--- config.mk ---
export PLATFORM = sky130hd
export DESIGN_NAME = mem_access_scheduler_flat
export DESIGN_NICKNAME = d
export VERILOG_FILES = /design/src/rtl/mem_access_scheduler_pkg.sv /design/src/rtl/mem_access_scheduler_if.sv /design/src/rtl/mem_access_scheduler_rr_arbiter.sv /design/src/rtl/mem_access_scheduler.sv /design/src/flat_wrapper.sv
export SDC_FILE = /design/constraint.sdc
export NUM_CORES = 1
export LEC_CHECK = 0
export BUFFER_PORTS_ARGS = -buffer_cell sky130_fd_sc_hd__buf_2
export CAP_MARGIN = 20
export CORE_AREA = 2 2 130 132
export CTS_BUF_LIST = sky130_fd_sc_hd__clkbuf_8
export DETAILED_ROUTE_END_ITERATION = 10
export DIE_AREA = 0 0 132 134
export MAX_ROUTING_LAYER = met4
export PLACE_DENSITY = 0.67
export SYNTH_ARGS = -nofsm -noshare
export SYNTH_HDL_FRONTEND = slang
export SYNTH_HIERARCHICAL = 1
export SYNTH_SLANG_ARGS = --single-unit
--- constraint.sdc ---
create_clock -name clk -period 3.5 [get_ports clk]
set_clock_uncertainty 0.2 [all_clocks]
set_input_delay 0.7 -clock clk [delete_from_list [all_inputs] [get_ports clk]]
set_output_delay 0.7 -clock clk [all_outputs]
set_load 0.02 [all_outputs]
--- src/rtl/mem_access_scheduler_pkg.sv ---
// Shared types and default sizing for the BRAM access scheduler.
// Imported by the interface, the arbiter and the scheduler top.
package mem_sched_pkg;

    typedef enum logic [1:0] {
        IDLE,
        ISSUE,
        WAIT,
        RESP
    } state_t;

    localparam int N_REQ_DEF        = 3;
    localparam int MEM_DEPTH_DEF    = 16384;
    localparam int STARVE_LIMIT_DEF = 4;
    localparam int MEM_LATENCY_DEF  = 1;

    localparam int WADDR_W = $clog2(MEM_DEPTH_DEF);
    localparam int IDX_W   = $clog2(N_REQ_DEF);

    function automatic int idx_w(input int n);
        return (n > 1) ? $clog2(n) : 1;
    endfunction

endpackage

--- src/rtl/mem_access_scheduler_if.sv ---
// Requester, response and BRAM signals of the access scheduler.
// slave = scheduler side, master = requesters/BRAM side.
interface mem_access_scheduler_if
    import mem_sched_pkg::*;
#(
    parameter int N_REQ      = N_REQ_DEF,
    parameter int ADDR_WIDTH = 32,
    parameter int MEM_DEPTH  = MEM_DEPTH_DEF
);
    localparam int MAW = $clog2(MEM_DEPTH);

    logic [N_REQ-1:0]            req_valid;
    logic [N_REQ-1:0]            req_ready;
    logic [N_REQ-1:0]            req_we;
    logic [N_REQ*ADDR_WIDTH-1:0] req_addr;
    logic [N_REQ*32-1:0]         req_wdata;
    logic [N_REQ*4-1:0]          req_wstrb;
    logic [N_REQ-1:0]            rsp_valid;
    logic [N_REQ-1:0]            rsp_ready;
    logic [31:0]                 rsp_rdata;
    logic                        rsp_err;
    logic                        mem_en;
    logic [3:0]                  mem_we;
    logic [MAW-1:0]              mem_addr;
    logic [31:0]                 mem_wdata;
    logic [31:0]                 mem_rdata;
    logic                        busy;

    modport slave (
        input  req_valid, req_we, req_addr, req_wdata, req_wstrb,
        input  rsp_ready, mem_rdata,
        output req_ready, rsp_valid, rsp_rdata, rsp_err,
        output mem_en, mem_we, mem_addr, mem_wdata, busy
    );

    modport master (
        output req_valid, req_we, req_addr, req_wdata, req_wstrb,
        output rsp_ready, mem_rdata,
        input  req_ready, rsp_valid, rsp_rdata, rsp_err,
        input  mem_en, mem_we, mem_addr, mem_wdata, busy
    );

endinterface

--- src/rtl/mem_access_scheduler_rr_arbiter.sv ---
// Combinational round-robin picker: first set request at or after
// ptr_i, wrapping around; one-hot and encoded grant.
module rr_arbiter
    import mem_sched_pkg::*;
#(
    parameter int N  = N_REQ_DEF,
    parameter int IW = idx_w(N)
) (
    input  logic [N-1:0]  req_i,
    input  logic [IW-1:0] ptr_i,
    output logic [N-1:0]  gnt_o,
    output logic [IW-1:0] idx_o,
    output logic          any_o
);

    always_comb begin : pick
        int j;
        j     = 0;
        gnt_o = '0;
        idx_o = '0;
        any_o = 1'b0;
        for (int k = 0; k < N; k++) begin
            j = (int'(ptr_i) + k) % N;
            if (!any_o && req_i[j]) begin
                any_o    = 1'b1;
                gnt_o[j] = 1'b1;
                idx_o    = IW'(j);
            end
        end
    end

endmodule

--- src/rtl/mem_access_scheduler.sv ---
// Single-port BRAM scheduler: capped fixed priority for port 0,
// round-robin for the rest, one transaction in flight.
module mem_access_scheduler
    import mem_sched_pkg::*;
#(
    parameter int N_REQ        = N_REQ_DEF,
    parameter int ADDR_WIDTH   = 32,
    parameter int DATA_WIDTH   = 32,
    parameter int MEM_DEPTH    = MEM_DEPTH_DEF,
    parameter int MEM_LATENCY  = MEM_LATENCY_DEF,
    parameter int STARVE_LIMIT = STARVE_LIMIT_DEF
) (
    input logic                   clk,
    input logic                   res,
    mem_access_scheduler_if.slave bus
);
    localparam int AW  = ADDR_WIDTH;
    localparam int DW  = DATA_WIDTH;
    localparam int MAW = $clog2(MEM_DEPTH);
    localparam int IW  = idx_w(N_REQ);
    localparam int SW  = $clog2(STARVE_LIMIT + 1);

    state_t          state_q, state_d;
    logic [IW-1:0]   g_q, g_d;
    logic [IW-1:0]   rr_q, rr_d;
    logic [SW-1:0]   streak_q, streak_d;
    logic            we_q, we_d;
    logic [MAW-1:0]  waddr_q, waddr_d;
    logic [DW-1:0]   wdata_q, wdata_d;
    logic [3:0]      wstrb_q, wstrb_d;
    logic [1:0]      cnt_q, cnt_d;
    logic [DW-1:0]   rdata_q, rdata_d;
    logic            err_q, err_d;

    logic [N_REQ-1:0] nreq, arb_gnt;
    logic [IW-1:0]    arb_idx;
    logic             arb_any;
    logic             pick0;
    logic [AW-1:0]    sel_addr;

    // Port 0 never takes part in round-robin.
    assign nreq  = bus.req_valid & ~N_REQ'(1);
    assign pick0 = bus.req_valid[0] &&
                   (streak_q < SW'(STARVE_LIMIT) || !arb_any);
    assign bus.busy = (state_q != IDLE);

    rr_arbiter #(.N(N_REQ), .IW(IW)) u_arb (
        .req_i (nreq),
        .ptr_i (rr_q),
        .gnt_o (arb_gnt),
        .idx_o (arb_idx),
        .any_o (arb_any)
    );

    always_comb begin
        state_d  = state_q;
        g_d      = g_q;
        rr_d     = rr_q;
        streak_d = streak_q;
        we_d     = we_q;
        waddr_d  = waddr_q;
        wdata_d  = wdata_q;
        wstrb_d  = wstrb_q;
        cnt_d    = cnt_q;
        rdata_d  = rdata_q;
        err_d    = err_q;
        sel_addr = '0;

        bus.req_ready = '0;
        bus.rsp_valid = '0;
        bus.rsp_rdata = '0;
        bus.rsp_err   = 1'b0;
        bus.mem_en    = 1'b0;
        bus.mem_we    = '0;
        bus.mem_addr  = '0;
        bus.mem_wdata = '0;

        unique case (state_q)
            IDLE: begin
                if (pick0 || arb_any) begin
                    g_d           = pick0 ? '0 : arb_idx;
                    bus.req_ready = pick0 ? N_REQ'(1) : arb_gnt;
                    sel_addr      = bus.req_addr[g_d*AW +: AW];
                    we_d          = bus.req_we[g_d];
                    waddr_d       = sel_addr[2 +: MAW];
                    wdata_d       = bus.req_wdata[g_d*DW +: DW];
                    wstrb_d       = bus.req_wstrb[g_d*4 +: 4];
                    rdata_d       = '0;
                    err_d = 64'(sel_addr) >= 64'(MEM_DEPTH) * 64'd4;
                    state_d = err_d ? RESP : ISSUE;
                    if (pick0) begin
                        if (!arb_any)
                            streak_d = '0;
                        else if (streak_q != SW'(STARVE_LIMIT))
                            streak_d = streak_q + SW'(1);
                    end else begin
                        streak_d = '0;
                        rr_d = (arb_idx == IW'(N_REQ - 1)) ?
                               IW'(1) : arb_idx + IW'(1);
                    end
                end
            end
            ISSUE: begin
                bus.mem_en    = 1'b1;
                bus.mem_addr  = waddr_q;
                bus.mem_wdata = wdata_q;
                bus.mem_we    = we_q ? wstrb_q : 4'b0;
                if (we_q) begin
                    state_d = RESP;
                end else begin
                    cnt_d   = 2'(MEM_LATENCY - 1);
                    state_d = WAIT;
                end
            end
            WAIT: begin
                if (cnt_q == 2'd0) begin
                    rdata_d = bus.mem_rdata;
                    state_d = RESP;
                end else begin
                    cnt_d = cnt_q - 2'd1;
                end
            end
            RESP: begin
                bus.rsp_valid[g_q] = 1'b1;
                bus.rsp_rdata      = rdata_q;
                bus.rsp_err        = err_q;
                if (bus.rsp_ready[g_q]) begin
                    rdata_d = '0;
                    err_d   = 1'b0;
                    state_d = IDLE;
                end
            end
            default: state_d = IDLE;
        endcase
    end

    always_ff @(posedge clk) begin
        if (res) begin
            state_q  <= IDLE;
            g_q      <= '0;
            rr_q     <= IW'(1);
            streak_q <= '0;
            we_q     <= 1'b0;
            waddr_q  <= '0;
            wdata_q  <= '0;
            wstrb_q  <= '0;
            cnt_q    <= '0;
            rdata_q  <= '0;
            err_q    <= 1'b0;
        end else begin
            state_q  <= state_d;
            g_q      <= g_d;
            rr_q     <= rr_d;
            streak_q <= streak_d;
            we_q     <= we_d;
            waddr_q  <= waddr_d;
            wdata_q  <= wdata_d;
            wstrb_q  <= wstrb_d;
            cnt_q    <= cnt_d;
            rdata_q  <= rdata_d;
            err_q    <= err_d;
        end
    end

endmodule
--- src/flat_wrapper.sv ---
// flat-port wrapper written by rule: the top's interface ports become plain ports
module mem_access_scheduler_flat import mem_sched_pkg::*;
#(
    parameter int N_REQ        = N_REQ_DEF,
    parameter int ADDR_WIDTH   = 32,
    parameter int DATA_WIDTH   = 32,
    parameter int MEM_DEPTH    = MEM_DEPTH_DEF,
    parameter int MEM_LATENCY  = MEM_LATENCY_DEF,
    parameter int STARVE_LIMIT = STARVE_LIMIT_DEF
)
  (clk, res, bus_req_valid, bus_req_we, bus_req_addr, bus_req_wdata, bus_req_wstrb, bus_rsp_ready, bus_mem_rdata, bus_req_ready, bus_rsp_valid, bus_rsp_rdata, bus_rsp_err, bus_mem_en, bus_mem_we, bus_mem_addr, bus_mem_wdata, bus_busy);
  mem_access_scheduler_if #(.N_REQ(N_REQ), .ADDR_WIDTH(ADDR_WIDTH), .MEM_DEPTH(MEM_DEPTH)) bus_i ();
  input logic clk;
  input logic res;
  input wire logic [$bits(bus_i.req_valid)-1:0] bus_req_valid;
  input wire logic [$bits(bus_i.req_we)-1:0] bus_req_we;
  input wire logic [$bits(bus_i.req_addr)-1:0] bus_req_addr;
  input wire logic [$bits(bus_i.req_wdata)-1:0] bus_req_wdata;
  input wire logic [$bits(bus_i.req_wstrb)-1:0] bus_req_wstrb;
  input wire logic [$bits(bus_i.rsp_ready)-1:0] bus_rsp_ready;
  input wire logic [$bits(bus_i.mem_rdata)-1:0] bus_mem_rdata;
  output wire logic [$bits(bus_i.req_ready)-1:0] bus_req_ready;
  output wire logic [$bits(bus_i.rsp_valid)-1:0] bus_rsp_valid;
  output wire logic [$bits(bus_i.rsp_rdata)-1:0] bus_rsp_rdata;
  output wire logic [$bits(bus_i.rsp_err)-1:0] bus_rsp_err;
  output wire logic [$bits(bus_i.mem_en)-1:0] bus_mem_en;
  output wire logic [$bits(bus_i.mem_we)-1:0] bus_mem_we;
  output wire logic [$bits(bus_i.mem_addr)-1:0] bus_mem_addr;
  output wire logic [$bits(bus_i.mem_wdata)-1:0] bus_mem_wdata;
  output wire logic [$bits(bus_i.busy)-1:0] bus_busy;
  assign bus_i.req_valid = bus_req_valid;
  assign bus_i.req_we = bus_req_we;
  assign bus_i.req_addr = bus_req_addr;
  assign bus_i.req_wdata = bus_req_wdata;
  assign bus_i.req_wstrb = bus_req_wstrb;
  assign bus_i.rsp_ready = bus_rsp_ready;
  assign bus_i.mem_rdata = bus_mem_rdata;
  assign bus_req_ready = bus_i.req_ready;
  assign bus_rsp_valid = bus_i.rsp_valid;
  assign bus_rsp_rdata = bus_i.rsp_rdata;
  assign bus_rsp_err = bus_i.rsp_err;
  assign bus_mem_en = bus_i.mem_en;
  assign bus_mem_we = bus_i.mem_we;
  assign bus_mem_addr = bus_i.mem_addr;
  assign bus_mem_wdata = bus_i.mem_wdata;
  assign bus_busy = bus_i.busy;
  mem_access_scheduler #(.N_REQ(N_REQ), .ADDR_WIDTH(ADDR_WIDTH), .DATA_WIDTH(DATA_WIDTH), .MEM_DEPTH(MEM_DEPTH), .MEM_LATENCY(MEM_LATENCY), .STARVE_LIMIT(STARVE_LIMIT)) u_core (.clk(clk), .res(res), .bus(bus_i));
endmodule
==> impl_results.md <==
- Hold endpoint: u_core/rdata_q[18]
- HP Start: u_core/rdata_q[18]
- R2R Path Start: u_core/rr_q[1]
- Gr usage total: 23.6%
- First-pass iteration count of the detailed router: 5
- Max-slew violation count: 0
- Vias: 6637
- Post-synth top area cell: dfxtp_1
- WP buf/inv: 3
- Post-Syn Area: 0.00570 sq mm
- Distinct cells, synth: 47
- Worst EP arrival: 2.38 ns
- Starting density of the core: 35.0%
- Kind of critical path: register to output port
- Filler Cells Inserted: 1672
- I/O pin count: 338
- Mean Syn Cell Area: 7.67 sq um
- Die area: 0.0177 sq mm
- Clk pin slew, worst setup/hold paths: 0.09 ns
- Layout Nets: 1299
- CTS Sinks: 95
- CTS hold repair buffers: 0
- Final Wtd Congestion: 0.908
- Delay-heaviest family, CP: simple AND/OR/NAND/NOR gates
- ANT nets after route: 0
- Most frequent cell after synthesis: dfxtp_1
- Post-synth EDFFs: 0
- Synth Warn #: 6
- Critical Path Fanout Max: 5
- PwrDens: 710 mW/mm^2
- Share of layout cells above drive strength 1: 38.0%
- Critical Path RT: 2.60 ns
- LEAKAGE: 3.69 nW
- R2r endpoint: u_core/state_q[1]
- Detailed Route Iter0 Violations: 358
- Maximum VDD drop: 0.451 mV
- Yosys reg bits: 95
- Congestion Overflow GR: 0
- Worst-margin pin slew: 1.03 ns
- Rows: 47
- Post-synth ARST share: 0%
- Initial antenna violation count: 2
- Max-cap violations: 0
- Synth top cells by count: dfxtp_1 (95), and2_1 (83), nor2_1 (69)
- Vias in the first global route: 6017
- Clk buf depth: 2
- DIE HEIGHT: 134 um
- TritonCTS clock tree: done
- Num CTS Buffers: 9
- Syn Inst Count: 743
- Largest net degree at the start of global routing: 96
- HP Class: register to register
- Reg2Reg Setup Slack: 0.25 ns
- Achievable frequency: 305 MHz
- Crit. Startpoint: u_core/rr_q[0]
- Post-DP HPWL: 15700 um
- Crit-path max cell delay: 0.41 ns
- Post-synth top flop: dfxtp_1
- Worst setup EP type: output port
- Number of remaining DRC errors: 0
- Status: complete, no violations
- WHS Path Cells: 2
- Pre-CTS setup slack: 0.236 ns
- Clock latency at the later pin of the worst-skew pair: 0.36 ns
- Cell mode on critical path: nand2_1
- Worst setup SP type: register
- H-Tree Depth: 3
- Tmin final: 3.28 ns
- PortBufs: 331
- Slowest CP cell: dfxtp_1
- DR vias/cell: 5.23
- Worst setup margin: 0.224 ns
- Routed WL per cell: 16.8 um
- Critical-path cell list: inv_1 > ha_2 > nand3b_1 > o21ai_0 > nor2_1 > nand2_1 > buf_4 > nand2_1 > a21oi_2 > and2_1 > buf_2
- Final Hold Fails: 0
- Sequential area share after synthesis: 33.4%
- Reg2reg path depth: 13
- # setup viols final: 0
- Die Width: 132 um
- Share of the synthesized area in the top cell type: 33.4%
- Post-Route WL: 21400 um
- Max-slew headroom: 31.3%
- Core area: 0.0163 sq mm
- Syn-to-layout area delta: 38.1%
- First-pass GRT wire length: 32100 um
- Synth area leaders: dfxtp_1 (33%), and2_1 (9.1%), a221oi_1 (7.8%), a21oi_1 (5.6%), nand3_1 (5.0%)
- Tcrit/Tclk final: 93.6%
- Root Buffer: clkbuf_8
- Post-layout util: 48.3%
-- what timing repair did --
item / in CTS / in global routing
endpoints found under the setup margin: 0 / 2
gates resized for setup: 0 / 4
buffers inserted: 0 / 3
-- cell usage in the layout (no fill, tap or decap), drive strengths merged, types with 6 or more instances in the layout --
| cell type | n |
|---|---|
| buf | 357 |
| dfxtp | 95 |
| and2 | 83 |
| nor2 | 69 |
| a21oi | 64 |
| nand3 | 57 |
| a221oi | 51 |
| nand2 | 50 |
| nor3 | 34 |
| a22o | 30 |
| nand2b | 23 |
| a211oi | 21 |
| inv | 13 |
| ha | 11 |
| nor4 | 10 |
| o21ai | 10 |
| clkbuf | 9 |
| a22oi | 7 |
| and3 | 6 |
-- tightest hold or removal path, cell delays in order (launching register included) --
cell	delay (ns)
dfxtp_1	0.31
nand2_1	0.05
a21oi_1	0.05
-- flip-flops by register name (all words and copies together), names as in the netlist --
register         flops
u_core/rdata_q      32
u_core/wdata_q      32
u_core/waddr_q      14
u_core/wstrb_q       4
u_core/streak_q      3
u_core/cnt_q         2
u_core/g_q           2
u_core/rr_q          2
u_core/state_q       2
u_core/err_q         1
u_core/we_q          1
-- metal layers --
layer / vias up / GRT usage (%) / wire (um)
li1: 3273 / - / -
met1: 3061 / 29.4 / 9180
met2: 285 / 38.7 / 10300
met3: 18 / 4.72 / 1520
met4: 0 / 7.37 / 342
met5: - / - / 0
-- cells by family (layout without fill, tap and decap cells) --
group,Yosys count,count (layout),synth area share (%)
flip-flops,95,95,33.4
AO/OA/AOI/OAI,198,198,25.3
other,1,7,0.0658
AND/OR/NAND/NOR,346,346,31.0
adder cells (fa/ha/maj),11,11,2.41
buffers and inverters,86,386,6.50
multiplexers,6,6,1.36
-- report_power, final --
| group | internal (mW) | total, mW | leakage (nW) | switching, mW |
|---|---|---|---|---|
| combinational | 1.19 | 3.06 | 2.78 | 1.87 |
| sequential | 1.46 | 1.65 | 0.781 | 0.188 |
| clock | 0.477 | 0.883 | 0.123 | 0.406 |
| total | 3.13 | 5.59 | 3.69 | 2.46 |
-- how the worst max path moves through the flow --
stage / end / slack (ns) / cells after the start
floorplan: bus_req_ready[0] / 0.21 / 11
global placement: u_core/wdata_q[17] / 0.27 / 10
detailed placement: u_core/wdata_q[17] / 0.24 / 10
CTS: bus_req_ready[1] / 0.04 / 10
global route: bus_req_ready[2] / -0.02 / 11
finish: bus_req_ready[1] / 0.22 / 11
-- stage by stage --
step,cells,TNS [ns],instance area (sq um),power [mW],hold slack (ns)
after floorplan,746,0,5710,3.75,0.227
after global placement,1247,0,7580,4.67,0.235
after detailed placement,1247,0,7580,4.71,0.240
after CTS,1263,0,7830,5.61,0.253
after global routing,1268,-0.0398,7870,6.04,0.268
final,1269,0,7870,5.59,0.250
-- cell type report --
class                           count  area, sq um  share of cell area [%]
Multi-Input combinational cell    565         3490                    44.3
Antenna cell                        3         7.51                  0.0954
Clock inverter                      7          121                    1.54
Clock buffer                        9          124                    1.57
Tap cell                          220          275                    3.50
Inverter                           13         48.8                   0.620
Timing Repair Buffer              357         1900                    24.2
Sequential cell                    95         1900                    24.2
Power figures use the tool's default switching activity.
